File: src/rtl/fifo_pkg.sv
// Shared definitions for the fifo block family: data width, pointer width,
// the skid buffer occupancy encoding and the default data word type.
package fifo_pkg;

    localparam int FIFO_DATA_W = 8;
    localparam int FIFO_PTR_W  = 3;

    typedef enum logic [1:0] {
        S_EMPTY = 2'd0,
        S_ONE   = 2'd1,
        S_TWO   = 2'd2
    } occ_e;

    typedef logic [FIFO_DATA_W-1:0] word_t;

endpackage

File: src/rtl/fifo_skid_buf.sv
// Two-entry skid buffer with an occupancy FSM.
//   clk, rstn  : clock, async active-low reset
//   flush      : synchronous discard of both entries
//   push       : write push_data this cycle (caller guarantees room)
//   push_data  : word being written
//   pop        : head is consumed this cycle (only asserted when occ != S_EMPTY)
//   occ        : current occupancy
//   head       : oldest buffered word, drives the output stream
module fifo_skid_buf
    import fifo_pkg::*;
#(
    parameter int DATA_W = FIFO_DATA_W
) (
    input  logic              clk,
    input  logic              rstn,
    input  logic              flush,
    input  logic              push,
    input  logic [DATA_W-1:0] push_data,
    input  logic              pop,
    output occ_e              occ,
    output logic [DATA_W-1:0] head
);

    occ_e              occ_q, occ_d;
    logic [DATA_W-1:0] head_q, head_d;
    logic [DATA_W-1:0] skid_q, skid_d;

    always_comb begin
        occ_d  = occ_q;
        head_d = head_q;
        skid_d = skid_q;
        if (flush) begin
            occ_d = S_EMPTY;
        end else begin
            case (occ_q)
                S_EMPTY: begin
                    if (push) begin
                        head_d = push_data;
                        occ_d  = S_ONE;
                    end
                end
                S_ONE: begin
                    if (push && pop) begin
                        head_d = push_data;
                    end else if (push) begin
                        skid_d = push_data;
                        occ_d  = S_TWO;
                    end else if (pop) begin
                        occ_d = S_EMPTY;
                    end
                end
                S_TWO: begin
                    // Skid always moves forward on a pop; a simultaneous
                    // push refills it so occupancy stays at two.
                    if (pop) begin
                        head_d = skid_q;
                        if (push) skid_d = push_data;
                        else      occ_d  = S_ONE;
                    end
                end
                default: occ_d = S_EMPTY;
            endcase
        end
    end

    always_ff @(posedge clk or negedge rstn) begin
        if (!rstn) begin
            occ_q  <= S_EMPTY;
            head_q <= '0;
            skid_q <= '0;
        end else begin
            occ_q  <= occ_d;
            head_q <= head_d;
            skid_q <= skid_d;
        end
    end

    assign occ  = occ_q;
    assign head = head_q;

    // A push into a full buffer without a pop would overwrite skid.
    a_no_overflow: assert property (@(posedge clk) disable iff (!rstn)
        !(occ_q == S_TWO && push && !pop && !flush));

endmodule

File: src/rtl/fifo_reader.sv
// Read-side engine for the synchronous fifo block. Issues pops only when the
// buffer can absorb the word returning one cycle later and re-presents the
// words on a valid/ready stream through a two-entry skid buffer.
//   clk, rstn  : clock, async active-low reset
//   fifo_empty : empty flag from the fifo
//   fifo_data  : fifo data_out, valid the cycle after a sampled fifo_rd
//   fifo_rd    : combinational pop request to the fifo
//   flush      : synchronous discard of buffered and in-flight words
//   m_valid/m_ready/m_data : output stream
//   pop_cnt    : completed output handshakes, wrapping
//   busy       : buffer non-empty or a read in flight
module fifo_reader
    import fifo_pkg::*;
#(
    parameter int DATA_W = FIFO_DATA_W,
    parameter int CNT_W  = 16
) (
    input  logic              clk,
    input  logic              rstn,
    input  logic              fifo_empty,
    input  logic [DATA_W-1:0] fifo_data,
    output logic              fifo_rd,
    input  logic              flush,
    output logic              m_valid,
    input  logic              m_ready,
    output logic [DATA_W-1:0] m_data,
    output logic [CNT_W-1:0]  pop_cnt,
    output logic              busy
);

    occ_e             occ;
    logic             pop;
    logic             land;
    logic [2:0]       fill;
    logic             inflight_q, inflight_d;
    logic             drop_q, drop_d;
    logic [CNT_W-1:0] pop_cnt_q, pop_cnt_d;

    assign m_valid = (occ != S_EMPTY);
    assign pop     = m_valid && m_ready;
    assign land    = inflight_q && !drop_q;

    // Committed slots: buffered words plus the one still coming back.
    assign fill    = 3'(occ) + 3'(inflight_q);

    // At two committed slots a read is only safe if a pop frees one now.
    assign fifo_rd = rstn && !flush && !fifo_empty &&
                     ((fill < 3'd2) || (fill == 3'd2 && pop));

    always_comb begin
        inflight_d = fifo_rd;
        drop_d     = flush && inflight_q;
        pop_cnt_d  = pop_cnt_q + CNT_W'(pop);
    end

    always_ff @(posedge clk or negedge rstn) begin
        if (!rstn) begin
            inflight_q <= 1'b0;
            drop_q     <= 1'b0;
            pop_cnt_q  <= '0;
        end else begin
            inflight_q <= inflight_d;
            drop_q     <= drop_d;
            pop_cnt_q  <= pop_cnt_d;
        end
    end

    fifo_skid_buf #(.DATA_W(DATA_W)) u_buf (
        .clk       (clk),
        .rstn      (rstn),
        .flush     (flush),
        .push      (land),
        .push_data (fifo_data),
        .pop       (pop),
        .occ       (occ),
        .head      (m_data)
    );

    assign pop_cnt = pop_cnt_q;
    assign busy    = m_valid || inflight_q;

endmodule
File: config.mk
export PLATFORM = sky130hd
export DESIGN_NAME = fifo_reader
export DESIGN_NICKNAME = d
export VERILOG_FILES = /design/src/rtl/fifo_pkg.sv /design/src/rtl/fifo_skid_buf.sv /design/src/rtl/fifo_reader.sv
export SDC_FILE = /design/constraint.sdc
export NUM_CORES = 1
export LEC_CHECK = 0
export ABC_AREA = 1
export BUFFER_PORTS_ARGS = -buffer_cell sky130_fd_sc_hd__buf_4
export CORE_MARGIN = 2
export CORE_UTILIZATION = 55
export DETAILED_ROUTE_END_ITERATION = 10
export PLACE_DENSITY = 0.85
export RECOVER_POWER = 100
export SYNTH_ARGS = -nofsm -noshare
export SYNTH_HDL_FRONTEND = slang
export SYNTH_SLANG_ARGS = --single-unit
File: constraint.sdc
create_clock -name clk -period 3.4 [get_ports clk]
set_clock_uncertainty 0.1 [all_clocks]
set_input_delay 0.68 -clock clk [delete_from_list [all_inputs] [get_ports clk]]
set_output_delay 0.68 -clock clk [all_outputs]
set_load 0.02 [all_outputs]
---- Word level (Yosys, flattened, before mapping) ----
Cells that the tools add are included.
W data, S select, Z words.
storage, ports and cells
  register bits after elaboration ......... 36
  input port bits ......................... 13
operators by class
  add/subtract/negate cells ............... 2
  $lt $le $gt $ge ......................... 1
  eq/ne operators ......................... 12
  mux-type cells .......................... 16
  bitwise gates (word level) .............. 1
  reduce and logical (&&, ||, !) cells .... 20
operators by type and width
  cell                  number
  $mux W8               6
  $pmux W8 S3           1
  $add A16 B1 Y16       1
  $pmux W8 S2           1
  $mux W2               7
  $reduce_and A5 Y1     2
  $ne A3 B3 Y1 const B  3
  $logic_and A1 B1 Y1   8
  $pmux W2 S3           1
  $ne A2 B1 Y1 const B  2
  $ne A2 B2 Y1 const B  2
  $ne A4 B3 Y1 const B  1
  $reduce_and A4 Y1     1
  $reduce_bool A2 Y1    2
  $add A2 B1 Y3         1
  $eq A3 B2 Y1 const B  1
  $logic_not A1 Y1      3
  $lt A3 B2 Y1 const B  1
  $ne A3 B2 Y1 const B  1
  $reduce_bool A3 Y1    1
  $eq A2 B1 Y1 const B  1
  $eq A2 B2 Y1 const B  1
  $logic_not A2 Y1      1
  $logic_or A1 B1 Y1    2
  $not A1 Y1            1

---- Depth between registers and ports, before layout ----
Gate-level depths: netlist (run 1).
  depth in word-level cells ............... 7
  depth in mapped cells ................... 11

---- Modules after synthesis ----
A second synthesis (run 1) with hierarchy kept.
second synthesis, totals
  cells, all modules ...................... 235
  area, all modules ....................... 1,971.9 um2
by module, submodules not included
  module         times used  cells each  area an instance (um2)
  fifo_skid_buf  1           125         1,002.2
  fifo_reader    1           110         969.7

---- Least setup slack after synthesis (run 1) ----
Ideal clock, no wire load.
  path kind ............................... register -> output
  start ................................... register u_buf.occ_q[0], in the netlist u_buf.occ[0]
  end ..................................... output port fifo_rd
  arrival ................................. 1,297 ps
  data required time ...................... 2,620 ps
  setup slack ............................. 1,323 ps
  stages on the path, launching flop included .. 6
  path buffers ............................ 0
  path through ............................ dfrtp_1 -> ha_1 -> inv_1 -> ha_1 -> a31oi_1 -> nor2_1
on the way
  longest elaborated chain between the ends .. 5
  elaborated cells between the ends (all ways) .. 8
RTL lines
  item                                                   line                 text
  from (decl)                                            fifo_skid_buf.sv:24  occ_e occ_q, occ_d;
  from (signal assigned)                                 fifo_skid_buf.sv:68  occ_q <= S_EMPTY;
  from (signal assigned)                                 fifo_skid_buf.sv:72  occ_q <= occ_d;
  branches (longest 3 deep; another with $add A2 B1 Y3)  --
  $logic_or A1 B1 Y1 *                                   fifo_reader.sv:48    ((fill < 3'd2) || (fill == 3'd2 && pop));
  $logic_and A1 B1 Y1 *                                  fifo_reader.sv:47    assign fifo_rd = rstn && !flush && !fifo_empty &&
  to (decl)                                              fifo_reader.sv:22    output logic fifo_rd,
Every way passes the cells marked *.

---- Worst setup path in the final report (run 1) ----
  start ................................... register u_buf.occ_q[0], in the netlist u_buf.occ[0]
  end ..................................... register u_buf.skid_q[4]
on the way
  longest elaborated chain between the ends .. 5
  elaborated cells between the ends (all ways) .. 10
RTL lines
  item                                line                 text
  $reduce_bool A2 Y1                  fifo_reader.sv:39    assign m_valid = (occ != S_EMPTY);
  $logic_and A1 B1 Y1                 fifo_reader.sv:40    assign pop = m_valid && m_ready;
  $logic_and A1 B1 Y1                 fifo_skid_buf.sv:43  if (push && pop) begin
  $ne A2 B2 Y1 (no source line)       --
  $reduce_and A4 Y1 (no source line)  --
  to (signal assigned)                fifo_skid_buf.sv:74  skid_q <= skid_d;
  to (decl)                           fifo_skid_buf.sv:26  logic [DATA_W-1:0] skid_q, skid_d;
Several ways; a longest one is shown, not always the timed one.
A chain may end at the register's enable or synchronous reset.

==> results of run 1 <==
## placed cells by master (no fill, tap or decap), drive strengths merged, types with 3 or more instances in the layout
| cell | count |
|---|---|
| nand2 | 95 |
| dfrtp | 36 |
| clkbuf | 33 |
| nand3 | 26 |
| inv | 21 |
| nor2 | 17 |
| buf | 12 |
| xor2 | 9 |
| ha | 5 |
| nor3 | 4 |
| xnor2 | 3 |
| bufinv | 3 |
| o21ai | 3 |
## per-stage QoR
stage / setup slack (ns) / cell area [um2] / total power, mW / utilization
6_report: 0.776 / 2220 / 1.50 / 0.666
5_1_grt: 0.610 / 2220 / 1.60 / 0.666
4_1_cts: 0.831 / 2390 / 1.60 / 0.716
3_5_place_dp: 1.03 / 2260 / 1.15 / 0.678
3_3_place_gp: 1.15 / 2260 / 1.14 / 0.678
2_1_floorplan: 1.32 / 1910 / 0.938 / -
## state kept, by name (all words and copies together) (netlist names)
signal / cells
u_buf.occ: 2
drop_q: 1
inflight_q: 1
u_buf.head: 8
u_buf.skid_q: 8
pop_cnt: 16
## area by class of cell
class	instances	area [um2]	share of cell area
clock buffers	5	37.5	0.0169
clock inverters	3	90.1	0.0405
inverters	21	83.8	0.0377
multi-input cells	165	858	0.386
flip-flops and latches	36	901	0.405
well taps	46	57.6	0.0259
repair buffers	40	195	0.0878
## synth_stat cells (2+ instances only)
library cell  number  area share
nand2_1           84        0.16
nor3_1             4       0.010
nand2_2            5       0.016
ha_1               5       0.033
nor2_8             2       0.021
nand3_2            2       0.010
dfrtp_1           36        0.47
inv_1             15       0.029
nand3_1           24       0.063
xor2_1             9       0.041
inv_2              5      0.0098
xnor2_1            3       0.014
nor2_1             9       0.018
nand2_4            5       0.029
nor2_2             5       0.016
## worst reg2reg max path: cells and delay by family, from the launching register on
kind	cells	cell delay, ns
flops	1	0.45
compound gates	1	0.99
buf+inv	1	0.17
simple gates	5	0.85
## layer usage
layer	GRT usage	vias up	share of wire
li1	-	788	-
met4	0.0944	0	0.024
met1	0.287	727	0.45
met3	0.0631	11	0.066
met2	0.352	48	0.46
met5	0	-	0
## power by group
| part | leakage, nW | total [mW] | switching [mW] | internal [mW] |
|---|---|---|---|---|
| Combinational | 0.663 | 0.413 | 0.288 | 0.125 |
| Clock | 0.0654 | 0.450 | 0.147 | 0.303 |
| Sequential | 0.446 | 0.638 | 0.0886 | 0.550 |
## path summary, 6_finish.rpt
path / to / slack (ns) / depth (start not counted)
min in group asynchronous: pop_cnt[1] / 0.91 / 2
max in group asynchronous: pop_cnt[7] / 1.24 / 2
max reg2reg: u_buf.skid_q[4] / 0.78 / 7
min: u_buf.skid_q[1] / 0.38 / 2
max: u_buf.skid_q[4] / 0.78 / 7
min reg2reg: u_buf.skid_q[1] / 0.38 / 2
## logic make-up (layout without fill, tap and decap cells)
| family | after synthesis | count (layout) |
|---|---|---|
| AO/OA/AOI/OAI | 5 | 5 |
| XOR/XNOR | 12 | 12 |
| adder cells (fa/ha/maj) | 5 | 5 |
| buffers and inverters | 22 | 69 |
| flip-flops | 36 | 36 |
| AND/OR/NAND/NOR | 143 | 143 |
==> qor.yml, run 1 <==
run_status:
  outcome: "finished, violations left"
  violations: "max-capacitance violations, max-slew violations"
worst_setup_path:
  crit_buf_inv: 1
  crit_fanout: 11
  critical_path.most_common_cell: "nand2_1"
  end_kind: "register"
  critPathRequiredTime_ns: 3.59
  path_class: "register to register"
  crit_slowest_cell: "o21ai_0"
  r2r-start: "u_buf.occ[0]"
  critPathTopFamily: "compound AO/OA/AOI/OAI gates"
  startpoint: "u_buf.occ[0]"
  worstSetupStartpointType: "register"
  max_stage_delay_ns: 0.98
  crit_chain: "inv_1 > nand2_1 > o21ai_0 > nor2_8 > nand2_1 > nand2_1 > nand2_1"
  worstPathArrival_ns: 2.81
power_and_ir_drop:
  max-vdd-ir-drop_mv: 0.345
  leakage_nw: 1.17
  powerDensity_nw_per_um2: 675
route:
  drtPass1Iterations: 4
  routed_wirelength_um: 3780
  wl_per_cell_um: 12.0
  antenna_left: 0
  drt_iter0_markers: 163
  vias: 1574
  drc: 0
  viasPerCell: 4.98
finish:
  finalNonFillerCells: 316
  final_nets: 287
  layout-drive-gt1-share: 0.137
  area_delta_synth_final_pct: 16.1
  antennaDiodeCount: 0
  fillers: 318
timing:
  rsz0062_at_grt: "false"
  finalSetupViolCount: 0
  whs_ns: 0.384
  setup_tns_ns: 0
  fmax_mhz: 381
  fin_crit_ns: 2.62
  slew_viol_final: 37
  tightest_slew_ns: 1.84
  relSlewSlack: -0.225
  hold_viol: 0
  min_period_over_period: 0.772
placed_design:
  io_buffers: 39
  dp_hpwl_um: 2790
  dp_cells: 308
  globalplace.congestion: 0.868
floorplan:
  io_pins: 40
  design.core.area_um2: 3340
  dieWidth_um: 63.0
  die_h_um: 63.0
  initial_utilization: 0.574
  rows: 21
  dieArea_um2: 3970
synthesis:
  synthArstFlopShare: 1.00
  synth_flop_cell: "dfrtp_1"
  ys_seq_elements: 36
  synth-compound-area-share: 0.0235
  syn_inst: 223
  synth-adder-area-share: 0.0327
  synth_edf_count: 0
  syn_area_um2: 1910
  ys_types: 25
  synth_top_family_by_area: "simple AND/OR/NAND/NOR gates"
  synth.yosys.warnings: 0
  syn-mean-instance-area_um2: 8.58
  synth_xor_area_frac: 0.0549
  seq_area_frac_synth: 0.471
  muxShareOfSynthArea: 0
  yosys.area_share.simple: 0.369
  synth_nets: 241
global_route:
  grt_pass1_wl_um: 6890
  grt_max_degree: 37
  grt_pass1_vias: 1594
  grt_overflow_total: 0
  antenna_found_initial: 0
  grtUsageTotal: 0.223
cts:
  htreeDepth: 2
  cts-root-buf: "clkbuf_4"
  path_clk_slew_ns: 0.11
  clockBufferDepth: 2
  ctsResizeCount: 0
  clock_sinks: 36
  cts_tree: "built"
  postCtsSetupBuffers: 0
  cts_buffers: 5
  clock_latency_ns: 0.34
  hold_buffers: 0
job:
  cap_violations: 1
worst_hold_path:
  hold_path_class: "register to register"
  min_from: "u_buf.skid_q[1]"
Note: power is estimated with default switching activity, not from simulation.
==> inputs of run 2 (changes only) <==
--- a/config.mk
+++ b/config.mk
@@ -8,9 +8,9 @@
 export ABC_AREA = 1
 export BUFFER_PORTS_ARGS = -buffer_cell sky130_fd_sc_hd__buf_4
 export CORE_MARGIN = 2
-export CORE_UTILIZATION = 55
+export CORE_UTILIZATION = 49
 export DETAILED_ROUTE_END_ITERATION = 10
-export PLACE_DENSITY = 0.85
+export PLACE_DENSITY = 0.81
 export RECOVER_POWER = 100
 export SYNTH_ARGS = -nofsm -noshare
 export SYNTH_HDL_FRONTEND = slang
==> constraint.sdc (replaced) <==
create_clock -name clk -period 2.4 [get_ports clk]
set_clock_uncertainty 0.1 [all_clocks]
set_input_delay 0.48 -clock clk [delete_from_list [all_inputs] [get_ports clk]]
set_output_delay 0.48 -clock clk [all_outputs]
set_load 0.02 [all_outputs]
==> qor.yml, run 2 (same netlist as run 1, synthesis figures left out) <==
timing:
  fin_crit_ns: 2.26
  setup_tns_ns: 0  # unchanged
  relSlewSlack: 0.412  # was -0.225
  slew_viol_final: 0  # was 37
  min_period_over_period: 0.943
  tightest_slew_ns: 0.882  # was 1.84 ns
  whs_ns: 0.294  # was 0.384 ns
  finalSetupViolCount: 0  # unchanged
  hold_viol: 0  # unchanged
  fmax_mhz: 442
  rsz0062_at_grt: "false"  # unchanged
global_route:
  grt_pass1_wl_um: 6710  # was 6890 um
  grt_pass1_vias: 1495  # was 1594
  grt_overflow_total: 0  # unchanged
  antenna_found_initial: 0  # unchanged
  grt_max_degree: 37  # unchanged
  grtUsageTotal: 0.203  # was 0.223
worst_setup_path:
  cp_num_cells: 6  # was 7
  critPathRequiredTime_ns: 1.82  # was 3.59 ns
  crit_chain: "ha_1 > inv_1 > ha_1 > a31oi_1 > nor2_1 > clkbuf_2"  # was inv_1 > nand2_1 > o21ai_0 > nor2_8 > nand2_1 > nand2_1 > nand2_1
  critPathTopFamily: "adder cells"  # was compound AO/OA/AOI/OAI gates
  crit_buf_inv: 2  # was 1
  worstSetupStartpointType: "register"  # unchanged
  r2r_cells: 11  # was 7
  critical_path.most_common_cell: "ha_1"  # was nand2_1
  end_kind: "primary output"  # was register
  r2r-start: "u_buf.occ[1]"  # was u_buf.occ[0]
  worstPathArrival_ns: 1.68  # was 2.81 ns
  crit_slowest_cell: "dfrtp_2"  # was o21ai_0
  max_stage_delay_ns: 0.44  # was 0.98 ns
  path_class: "register to primary output"  # was register to register
  startpoint: "u_buf.occ[0]"  # unchanged
  crit_fanout: 4  # was 11
cts:
  clock_latency_ns: 0.29  # was 0.34 ns
  path_clk_slew_ns: 0.07  # was 0.11 ns
  clockBufferDepth: 2  # unchanged
  htreeDepth: 2  # unchanged
  cts_tree: "built"  # unchanged
  cts-root-buf: "clkbuf_8"  # was clkbuf_4
  hold_buffers: 0  # unchanged
  clock_sinks: 36  # unchanged
  cts_buffers: 5  # unchanged
floorplan:
  die_h_um: 66.5  # was 63.0 um
  io_pins: 40  # unchanged
  rows: 22  # was 21
  initial_utilization: 0.515  # was 0.574
  design.core.area_um2: 3720  # was 3340 um2
  dieWidth_um: 66.5  # was 63.0 um
  dieArea_um2: 4420  # was 3970 um2
placed_design:
  io_buffers: 39  # unchanged
  globalplace.congestion: 0.793  # was 0.868
  dp_hpwl_um: 2790  # about the same
route:
  routed_wirelength_um: 3810  # was 3780 um
  wl_per_cell_um: 12.0  # about the same
  vias: 1543  # was 1574
  antenna_left: 0  # unchanged
  drt_iter0_markers: 148  # was 163
  drc: 0  # unchanged
  viasPerCell: 4.85  # was 4.98
  drtPass1Iterations: 4  # unchanged
finish:
  largest_reg_flops: 16  # unchanged
  layout-drive-gt1-share: 0.148  # was 0.137
  fillers: 377  # was 318
  final_cell_mix: "nand2_1, dfrtp_1, clkbuf_1, nand3_1, inv_1"  # unchanged
  final_nets: 287  # unchanged
  antennaDiodeCount: 0  # unchanged
  final_common_cell: "nand2_1"  # unchanged
  area_delta_synth_final_pct: 14.8  # was 16.1%
power_and_ir_drop:
  p_total_mw: 2.00  # was 1.50 mW
  powerDensity_nw_per_um2: 910  # was 675 nW/um2
  max-vdd-ir-drop_mv: 0.429  # was 0.345 mV
  leakage_nw: 1.15  # was 1.17 nW
job:
  cap_violations: 0  # was 1
worst_hold_path:
  hold_path_class: "input pin to register"  # was register to register
  min_from: "flush"  # was u_buf.skid_q[1]
  hold_depth: 3  # was 2
run_status:
  outcome: "complete, no violations"  # was finished, violations left
## run 2: cell count changes in the layout (fill, tap and decap cells not counted), sizes merged
| cell | previous run | this run |
|---|---|---|
| bufinv | 3 | 1 |
| clkbuf | 33 | 34 |
| clkinv | 0 | 1 |
## run 2: per-stage QoR
step                area, um2   util  worst slack (ns)  instances
finish                   2200  0.592             0.137        318
global route             2200  0.592            0.0565        318
CTS                      2370  0.638            0.0831        318
detailed placement       2260  0.609             0.312        310
global placement         2260  0.609             0.380        310
floorplan                1910      -             0.523        223
## run 2: final cells by class
class                   count  area [um2]  share of cell area
flip-flops and latches     36         902               0.410
multi-input cells         165         847               0.385
repair buffers             40         198              0.0899
inverters                  21        83.8              0.0381
clock buffers               6        72.6              0.0330
well taps                  48        60.1              0.0273
clock inverters             2        35.0              0.0159
## run 2: per-layer routing
| layer | GRT usage | vias up | share of wire |
|---|---|---|---|
| li1 | - | 795 | - |
| met1 | 0.269 | 707 | 0.46 |
| met2 | 0.316 | 34 | 0.47 |
| met3 | 0.0524 | 7 | 0.052 |
| met4 | 0.0816 | 0 | 0.017 |
| met5 | 0 | - | 0 |
## run 2: power breakdown
| group | internal (mW) | switching (mW) |
|---|---|---|
| sequential | 0.781 | 0.117 |
| combinational | 0.175 | 0.404 |
| clock | 0.308 | 0.215 |
## run 2: worst paths after layout
| path | end | slack, ns |
|---|---|---|
| max | fifo_rd | 0.14 |
| min | drop_q | 0.29 |
| max reg2reg | pop_cnt[14] | 0.29 |
| min reg2reg | u_buf.skid_q[6] | 0.37 |
| max in group asynchronous | u_buf.occ[0] | 1.19 |
| min in group asynchronous | pop_cnt[5] | 0.41 |
## run 2: worst min-delay path: stages
cell and delay (ns):
buf_4 0.09, nand2_1 0.04, inv_1 0.04
## run 2: timing repair
| item | in CTS | in global routing |
|---|---|---|
| resized for setup | 0 | 1 |
| setup endpoints to repair | 0 | 1 |
| buffers inserted | 0 | 0 |
